<file path="src/rtl/mem_stage_pkg.sv">
// Shared definitions for the memory-access stage.
// Load-type one-hot indices, exception bundle layout, latched bundle.
package mem_stage_pkg;

  localparam int EX_ZIP_W = 81;

  localparam int LD_B  = 4;
  localparam int LD_BU = 3;
  localparam int LD_H  = 2;
  localparam int LD_HU = 1;
  localparam int LD_W  = 0;

  localparam int ZIP_ERTN        = 0;
  localparam int ZIP_SYSCALL     = 1;
  localparam int ZIP_CSR_WE      = 2;
  localparam int ZIP_CSR_NUM_LO  = 3;
  localparam int ZIP_CSR_NUM_HI  = 16;
  localparam int ZIP_CSR_MASK_LO = 17;
  localparam int ZIP_CSR_MASK_HI = 48;
  localparam int ZIP_CSR_WVAL_LO = 49;
  localparam int ZIP_CSR_WVAL_HI = 80;

  typedef struct packed {
    logic [31:0] pc;
    logic        rf_we;
    logic [4:0]  rf_waddr;
    logic [31:0] alu_result;
    logic        res_from_mem;
    logic [4:0]  ld_inst;
    logic        csr_re;
  } ms_bundle_t;

  function automatic logic zip_is_ex(
    input logic [EX_ZIP_W-1:0] zip
  );
    return zip[ZIP_SYSCALL] | zip[ZIP_ERTN];
  endfunction

endpackage

</file>
<file path="src/rtl/mem_stage_load_align.sv">
// Load data alignment: picks byte/halfword by offset and extends it.
// Purely combinational; an all-zero load type returns the full word.
module load_align
  import mem_stage_pkg::*;
(
  input  logic [31:0] rdata,
  input  logic [1:0]  offset,
  input  logic [4:0]  ld_inst,
  output logic [31:0] result
);

  logic [7:0]  byte_v;
  logic [15:0] half_v;

  always_comb begin
    byte_v = rdata[{offset, 3'b000} +: 8];
    half_v = offset[1] ? rdata[31:16] : rdata[15:0];
  end

  always_comb begin
    result = rdata;
    unique case (1'b1)
      ld_inst[LD_B]:  result = {{24{byte_v[7]}}, byte_v};
      ld_inst[LD_BU]: result = {24'd0, byte_v};
      ld_inst[LD_H]:  result = {{16{half_v[15]}}, half_v};
      ld_inst[LD_HU]: result = {16'd0, half_v};
      ld_inst[LD_W]:  result = rdata;
      default:        result = rdata;
    endcase
  end

endmodule

</file>
<file path="src/rtl/mem_stage.sv">
// Memory-access stage: latches the execute bundle, aligns load data,
// and holds SRAM read data while write-back stalls.
module mem_stage #(
  parameter int EX_ZIP_W = mem_stage_pkg::EX_ZIP_W,
  parameter int ADDR_W   = 32
) (
  input  logic                clk,
  input  logic                resetn,
  input  logic                es_to_ms_valid,
  output logic                ms_allowin,
  input  logic [ADDR_W-1:0]   es_pc,
  input  logic                es_rf_we,
  input  logic [4:0]          es_rf_waddr,
  input  logic [ADDR_W-1:0]   es_alu_result,
  input  logic                es_res_from_mem,
  input  logic [4:0]          es_ld_inst,
  input  logic                es_csr_re,
  input  logic [EX_ZIP_W-1:0] es_ex_zip,
  input  logic [ADDR_W-1:0]   data_sram_rdata,
  input  logic                ws_allowin,
  input  logic                wb_ex,
  output logic                ms_to_ws_valid,
  output logic [ADDR_W-1:0]   ms_pc,
  output logic                ms_rf_we,
  output logic [4:0]          ms_rf_waddr,
  output logic [ADDR_W-1:0]   ms_rf_wdata,
  output logic                ms_res_from_mem,
  output logic                ms_csr_re,
  output logic [EX_ZIP_W-1:0] ms_ex_zip,
  output logic                ms_ex
);

  import mem_stage_pkg::*;

  ms_bundle_t          bnd_q, bnd_d;
  logic [EX_ZIP_W-1:0] zip_q, zip_d;
  logic                ms_valid_q, ms_valid_d;
  logic                rbuf_valid_q, rbuf_valid_d;
  logic [31:0]         rbuf_q, rbuf_d;

  logic                ms_ready_go;
  logic                accept;
  logic                hold_capture;
  logic [31:0]         eff_rdata;
  logic [31:0]         ld_data;

  assign ms_ready_go    = 1'b1;
  assign ms_allowin     = !ms_valid_q || (ms_ready_go && ws_allowin);
  assign ms_to_ws_valid = ms_valid_q && ms_ready_go;
  assign accept         = es_to_ms_valid && ms_allowin && !wb_ex;

  // SRAM data is only valid in the first resident cycle; keep it if stalled
  assign hold_capture = ms_valid_q && !ws_allowin &&
                        bnd_q.res_from_mem && !rbuf_valid_q;

  always_comb begin
    ms_valid_d = ms_valid_q;
    if (wb_ex) begin
      ms_valid_d = 1'b0;
    end else if (ms_allowin) begin
      ms_valid_d = es_to_ms_valid;
    end
  end

  always_comb begin
    bnd_d = bnd_q;
    zip_d = zip_q;
    if (accept) begin
      bnd_d.pc           = es_pc;
      bnd_d.rf_we        = es_rf_we;
      bnd_d.rf_waddr     = es_rf_waddr;
      bnd_d.alu_result   = es_alu_result;
      bnd_d.res_from_mem = es_res_from_mem;
      bnd_d.ld_inst      = es_ld_inst;
      bnd_d.csr_re       = es_csr_re;
      zip_d              = es_ex_zip;
    end
  end

  always_comb begin
    rbuf_valid_d = rbuf_valid_q;
    rbuf_d       = rbuf_q;
    if (wb_ex || accept) begin
      rbuf_valid_d = 1'b0;
    end else if (hold_capture) begin
      rbuf_valid_d = 1'b1;
      rbuf_d       = data_sram_rdata;
    end
  end

  always_ff @(posedge clk) begin
    if (!resetn) begin
      ms_valid_q   <= 1'b0;
      bnd_q        <= '0;
      zip_q        <= '0;
      rbuf_valid_q <= 1'b0;
      rbuf_q       <= '0;
    end else begin
      ms_valid_q   <= ms_valid_d;
      bnd_q        <= bnd_d;
      zip_q        <= zip_d;
      rbuf_valid_q <= rbuf_valid_d;
      rbuf_q       <= rbuf_d;
    end
  end

  assign eff_rdata = rbuf_valid_q ? rbuf_q : data_sram_rdata;

  load_align u_load_align (
    .rdata   (eff_rdata),
    .offset  (bnd_q.alu_result[1:0]),
    .ld_inst (bnd_q.ld_inst),
    .result  (ld_data)
  );

  assign ms_ex           = ms_valid_q && zip_is_ex(zip_q);
  assign ms_pc           = bnd_q.pc;
  assign ms_rf_we        = ms_valid_q && bnd_q.rf_we && !ms_ex;
  assign ms_rf_waddr     = bnd_q.rf_waddr;
  assign ms_rf_wdata     = bnd_q.res_from_mem ? ld_data : bnd_q.alu_result;
  assign ms_res_from_mem = bnd_q.res_from_mem;
  assign ms_csr_re       = bnd_q.csr_re;
  assign ms_ex_zip       = zip_q;

endmodule

</file>
<file path="config.mk">
export PLATFORM = sky130hd
export DESIGN_NAME = mem_stage
export DESIGN_NICKNAME = d
export VERILOG_FILES = /design/src/rtl/mem_stage_pkg.sv /design/src/rtl/mem_stage_load_align.sv /design/src/rtl/mem_stage.sv
export SDC_FILE = /design/constraint.sdc
export NUM_CORES = 1
export LEC_CHECK = 0
export ABC_CLOCK_PERIOD_IN_PS = 2700
export BUFFER_PORTS_ARGS = -buffer_cell sky130_fd_sc_hd__buf_2
export CAP_MARGIN = 20
export CORE_AREA = 2 2 137 139
export DETAILED_ROUTE_END_ITERATION = 12
export DIE_AREA = 0 0 139 141
export GPL_TIMING_DRIVEN = 1
export PLACE_DENSITY = 0.81
export SLEW_MARGIN = 5
export SYNTH_ARGS = -nofsm -noshare
export SYNTH_HDL_FRONTEND = slang
export SYNTH_SLANG_ARGS = --single-unit
</file>
<file path="constraint.sdc">
create_clock -name clk -period 2.7 [get_ports clk]
set_input_delay 0.135 -clock clk [delete_from_list [all_inputs] [get_ports clk]]
set_output_delay 0.135 -clock clk [all_outputs]
set_load 0.005 [all_outputs]
</file>
=== Yosys cells after proc, flatten, opt, wreduce, memory -nomap -nowiden ===
Index checks and enable logic that the tools add are counted.

* Bitwise logic cells: 3
* Reductions and logical operators: 18
* Mux-type cells: 4
* Shifts and indexed selects: 1

{| class="wikitable"
|+ Operators with widths
! cell !! number
|-
| case mux 32 bit (4 select lines) || 1
|-
| two-way mux 32 bit || 2
|-
| indexed part select 32 x 6 -> 8 bit || 1
|-
| two-way mux 16 bit || 1
|-
| logical AND 1 bit || 8
|-
| zero test 1 bit || 5
|-
| OR reduction 2 bit || 2
|-
| logical OR 1 bit || 2
|-
| NOT 1 bit || 2
|-
| AND reduction 2 bit || 1
|-
| bitwise OR 1 bit || 1
|}

* Output and inout bits: 156
* Bits of input ports: 195
* Register bits: 192
* Word-level logic and storage cells: 37

=== Longest topological paths before layout ===
* Depth in word-level cells: 7
* Depth in mapped cells: 7
* Mapped depth without buffers: 4

=== Hierarchy ===
Synthesis repeated with hierarchy kept, for this count alone.

* Cells, all modules: 1030
* Area, all modules: 9155.0 µm²

{| class="wikitable"
|+ Modules (own cells, without submodules)
! module !! times used !! area each (µm²) !! cells an instance !! seq. area each (µm²)
|-
| mem_stage || 1 || 8612.0 || 946 || 3843.7
|-
| load_align || 1 || 543.0 || 84 || 0.0
|}

=== Worst setup path before layout ===
OpenSTA, ideal clock, no wires.

* Path kind: reg2out
* Start: register bnd_q[2] (netlist name)
* End: output ms_rf_wdata[20]
* Setup slack: 1070 ps
* Cell stages (with the launch flop): 8
* Path buffers: 3
* Data required time: 2565 ps
* Arrival: 1495 ps
* Path through: dfxtp_1 > buf_6 > or4_4 > buf_6 > buf_6 > o21ai_2 > nor2_1 > a21oi_2

* Longest elaborated chain between the ends: 2

{| class="wikitable"
|+ Ends and longest elaborated chain
! item !! RTL line !! RTL
|-
| from (decl) || mem_stage.sv:35 || <nowiki>ms_bundle_t bnd_q, bnd_d;</nowiki>
|-
| from (signal assigned) || mem_stage.sv:100 || <nowiki>bnd_q <= bnd_d;</nowiki>
|-
| case mux 32 bit (4 select lines) || mem_stage_load_align.sv:22 || <nowiki>unique case (1'b1)</nowiki>
|-
| two-way mux 32 bit || mem_stage.sv:120 || <nowiki>assign ms_rf_wdata = bnd_q.res_from_mem ? ld_data : bnd_q.alu_result;</nowiki>
|-
| to (decl) || mem_stage.sv:26 || <nowiki>output logic [ADDR_W-1:0] ms_rf_wdata,</nowiki>
|}

No other way between the ends.

=== Worst setup path after layout ===
* Start: register bnd_q[2] (netlist name)
* End: output ms_rf_wdata[0]

The elaborated chain is that of the path after synthesis.

==> impl_metrics.toml <==
[status]
outcome = "finished, final reports clean"

[layout]
multi_input_area_um2 = 4450
drive_gt1_share_pct = 26.9
post_layout_nonfiller_instances = 1827
synthToLayoutAreaGrowth_pct = 45.3
layout.nets = 1775
nFillCells = 1258
diodes = 0
seq_area_um2 = 3830

[grt]
track_usage_pct = 31.0
grt_max_degree = 94
antenna_found_initial = 0
grt_overflow = 0
grt_pass1_vias = 9613
grt_pass1_wl_um = 49100

[timing]
finalClockSkew_ns = 0.0169
setup_viol = 0
slew_viol_final = 0
slew_headroom_pct = 52.7
fin_setup_tns_ns = 0
rsz0062_at_grt = "false"
tightest_slew_ns = 0.709
min_period_over_period_pct = 92.4
period_minus_slack_ns = 2.50
maxClockFrequency_mhz = 401
hold_viol_final = 0

[place]
io_buffers = 349
dpl.cell_count = 1607
gp_congestion = 0.890
hpwl_um = 18700

[cts]
root_buffer = "clkbuf_16"
cts_buffers = 17
clkTransAtPathRegs_ns = 0.08
post_cts_buffers = 0
cts_sinks = 191
cts_tree = "yes"
clk_latency_ns = 0.43
htreeDepth = 4
clock_path_buffers = 2

[power]
power_density_nw_per_um2 = 512
seq_power_share_pct = 45.0
internal_power_mw = 4.83
p_sw_share_pct = 27.6
pwr-share-clk_pct = 38.9
vdd_drop_max_mv = 0.494
p_leak_nw = 5.53
switchingPower_mw = 1.84
power.share.combinational_pct = 16.1

[routing]
wl_per_cell_um = 17.6
drt_iter0_markers = 676
drc = 0
vias_per_cell = 5.40
wl_um = 32100
ant_nets = 0
dr.pass1.iters = 5
vias = 9863

[floorplan]
core_um2 = 18300
pin_count = 351
die_y_um = 141
initial_core_util_pct = 49.0
die-width_um = 139
dieArea_um2 = 19600
rows = 50

[synthesis]
synth_commonest_cells = "nand2_1 (386), dfxtp_1 (191), a21boi_0 (146), nor2_1 (51), clkbuf_1 (48)"
synthTopCellsByArea = "dfxtp_1 (43%), nand2_1 (16%), a21boi_0 (12%), mux2i_1 (4.7%), a21boi_1 (3.7%)"
synth-async-reset-ratio_pct = 0
synth_ff_type = "dfxtp_1"
syn_nets = 1328
ys_types = 42
synthCells = 1133
synthMuxAreaShare_pct = 5.95
post_synth_xor_area_fraction_pct = 0
syn_avg_cell_area_um2 = 7.91
yosys_warnings = 0
yosys.area.top_type = "dfxtp_1"
synth_top_family_by_area = "compound AO/OA/AOI/OAI gates"
synth_compound_gate_area_share_pct = 22.8
synth_seq_area_share_pct = 42.7
syn-cell-area_um2 = 8960
synth-edff-count = 0
synth_simple_gate_area_share_pct = 20.7
synthAdderAreaFrac_pct = 0
synth_seq_cells = 191
synth_top_area_share_pct = 42.7
yosysMostFrequentCell = "nand2_1"

[worst_setup_path]
worstPathRequired_ns = 2.57
critPathKind = "register to output pin"
end_kind = "output pin"
critPathMaxFanout = 26
start_kind = "register"
crit_arrival_ns = 2.36

[run]
maxCapViolations = 0

[hold_path]
hp-class = "input port to register"
## cells in the final DEF (no fill, tap or decap), drive strengths merged, types with 3 or more instances in the layout
cell type    count
o22ai           15
dfxtp          191
nor3             3
clkbuf          18
nand3            9
nor2b            3
inv             13
mux2             4
a21boi         190
buf            366
o21ai           38
a41oi            5
mux4             3
nand2          387
mux2i           42
dlygate4sd3    188
a31oi            3
nand2b           6
nor2            51
clkinv           4
a21oi           36
## power groups by stage
stage | Sequential (mW) | Combinational, mW | Clock [mW]
finish | 3.00 | 1.07 | 2.60
global route | 3.01 | 1.15 | 2.73
CTS | 2.99 | 1.03 | 2.62
detailed placement | 3.06 | 0.813 | 0
global placement | 3.05 | 0.800 | 0
floorplan | 3.05 | 0.467 | 0
## layer usage
layer	track usage (%)	wire (um)
met1	34.7	11900
met2	54.5	15900
met3	6.52	2420
met4	18.0	1860
met5	0	0
## metrics by stage
step	utilization, %	hold WS (ns)	cell area [um^2]	setup WS, ns	power (mW)
after CTS	71.2	0.000516	13000	0.0482	6.63
final	71.3	0.0167	13000	0.204	6.67
after floorplan	-	0.270	8960	1.07	3.51
after global placement	57.6	0.378	10500	0.605	3.85
after global routing	71.3	0.0298	13000	0.147	6.89
after detailed placement	57.6	0.381	10500	0.524	3.87
## timing repair
item / 4_1_cts / 5_1_grt
endpoints found under the setup margin: 0 / 10
resized for setup: 0 / 1
hold buffers: 187 / 1
hold endpoints to repair: 187 / 1
## cells by family after synthesis
family                 count (synthesis)
and+or+nand+nor                      470
AOI/OAI and AO/OA                    293
DFF                                  191
buffers and inverters                130
muxes                                 49
## path summary, 6_finish.rpt
path	startpoint	to	slack, ns	depth (start not counted)
worst max-delay path	bnd_q[2]	ms_rf_wdata[0]	0.20	5
worst min-delay path	es_csr_re	ms_csr_re	0.02	3
worst max register to register	ms_to_ws_valid	ms_ex_zip[74]	0.55	5
worst min register to register	bnd_q[35]	bnd_q[35]	0.45	2
## flip-flops by register name, summed over array words and instances, names as in the netlist
name             flops
ms_pc               32
bnd_q               37
ms_to_ws_valid       1
ms_ex_zip           81
rbuf_q              32
ms_rf_waddr          5
ms_res_from_mem      1
ms_csr_re            1
rbuf_valid_q         1
## final cells by class
class / count / area share (%)
timing repair buffer: 554 / 29.4
clock inverter: 14 / 1.27
multi-input combinational: 812 / 34.2
sequential: 191 / 29.4
tap: 234 / 2.25
inverter: 4 / 0.115
clock buffer: 18 / 3.37
## critical path: stages, from the launching register on
cell      delay, ns
dfxtp_1        0.44
or4_4          0.74
a21oi_1        0.17
nand4b_1       0.12
a21boi_0       0.28
buf_2          0.18
(Power assumes the default switching activity.)
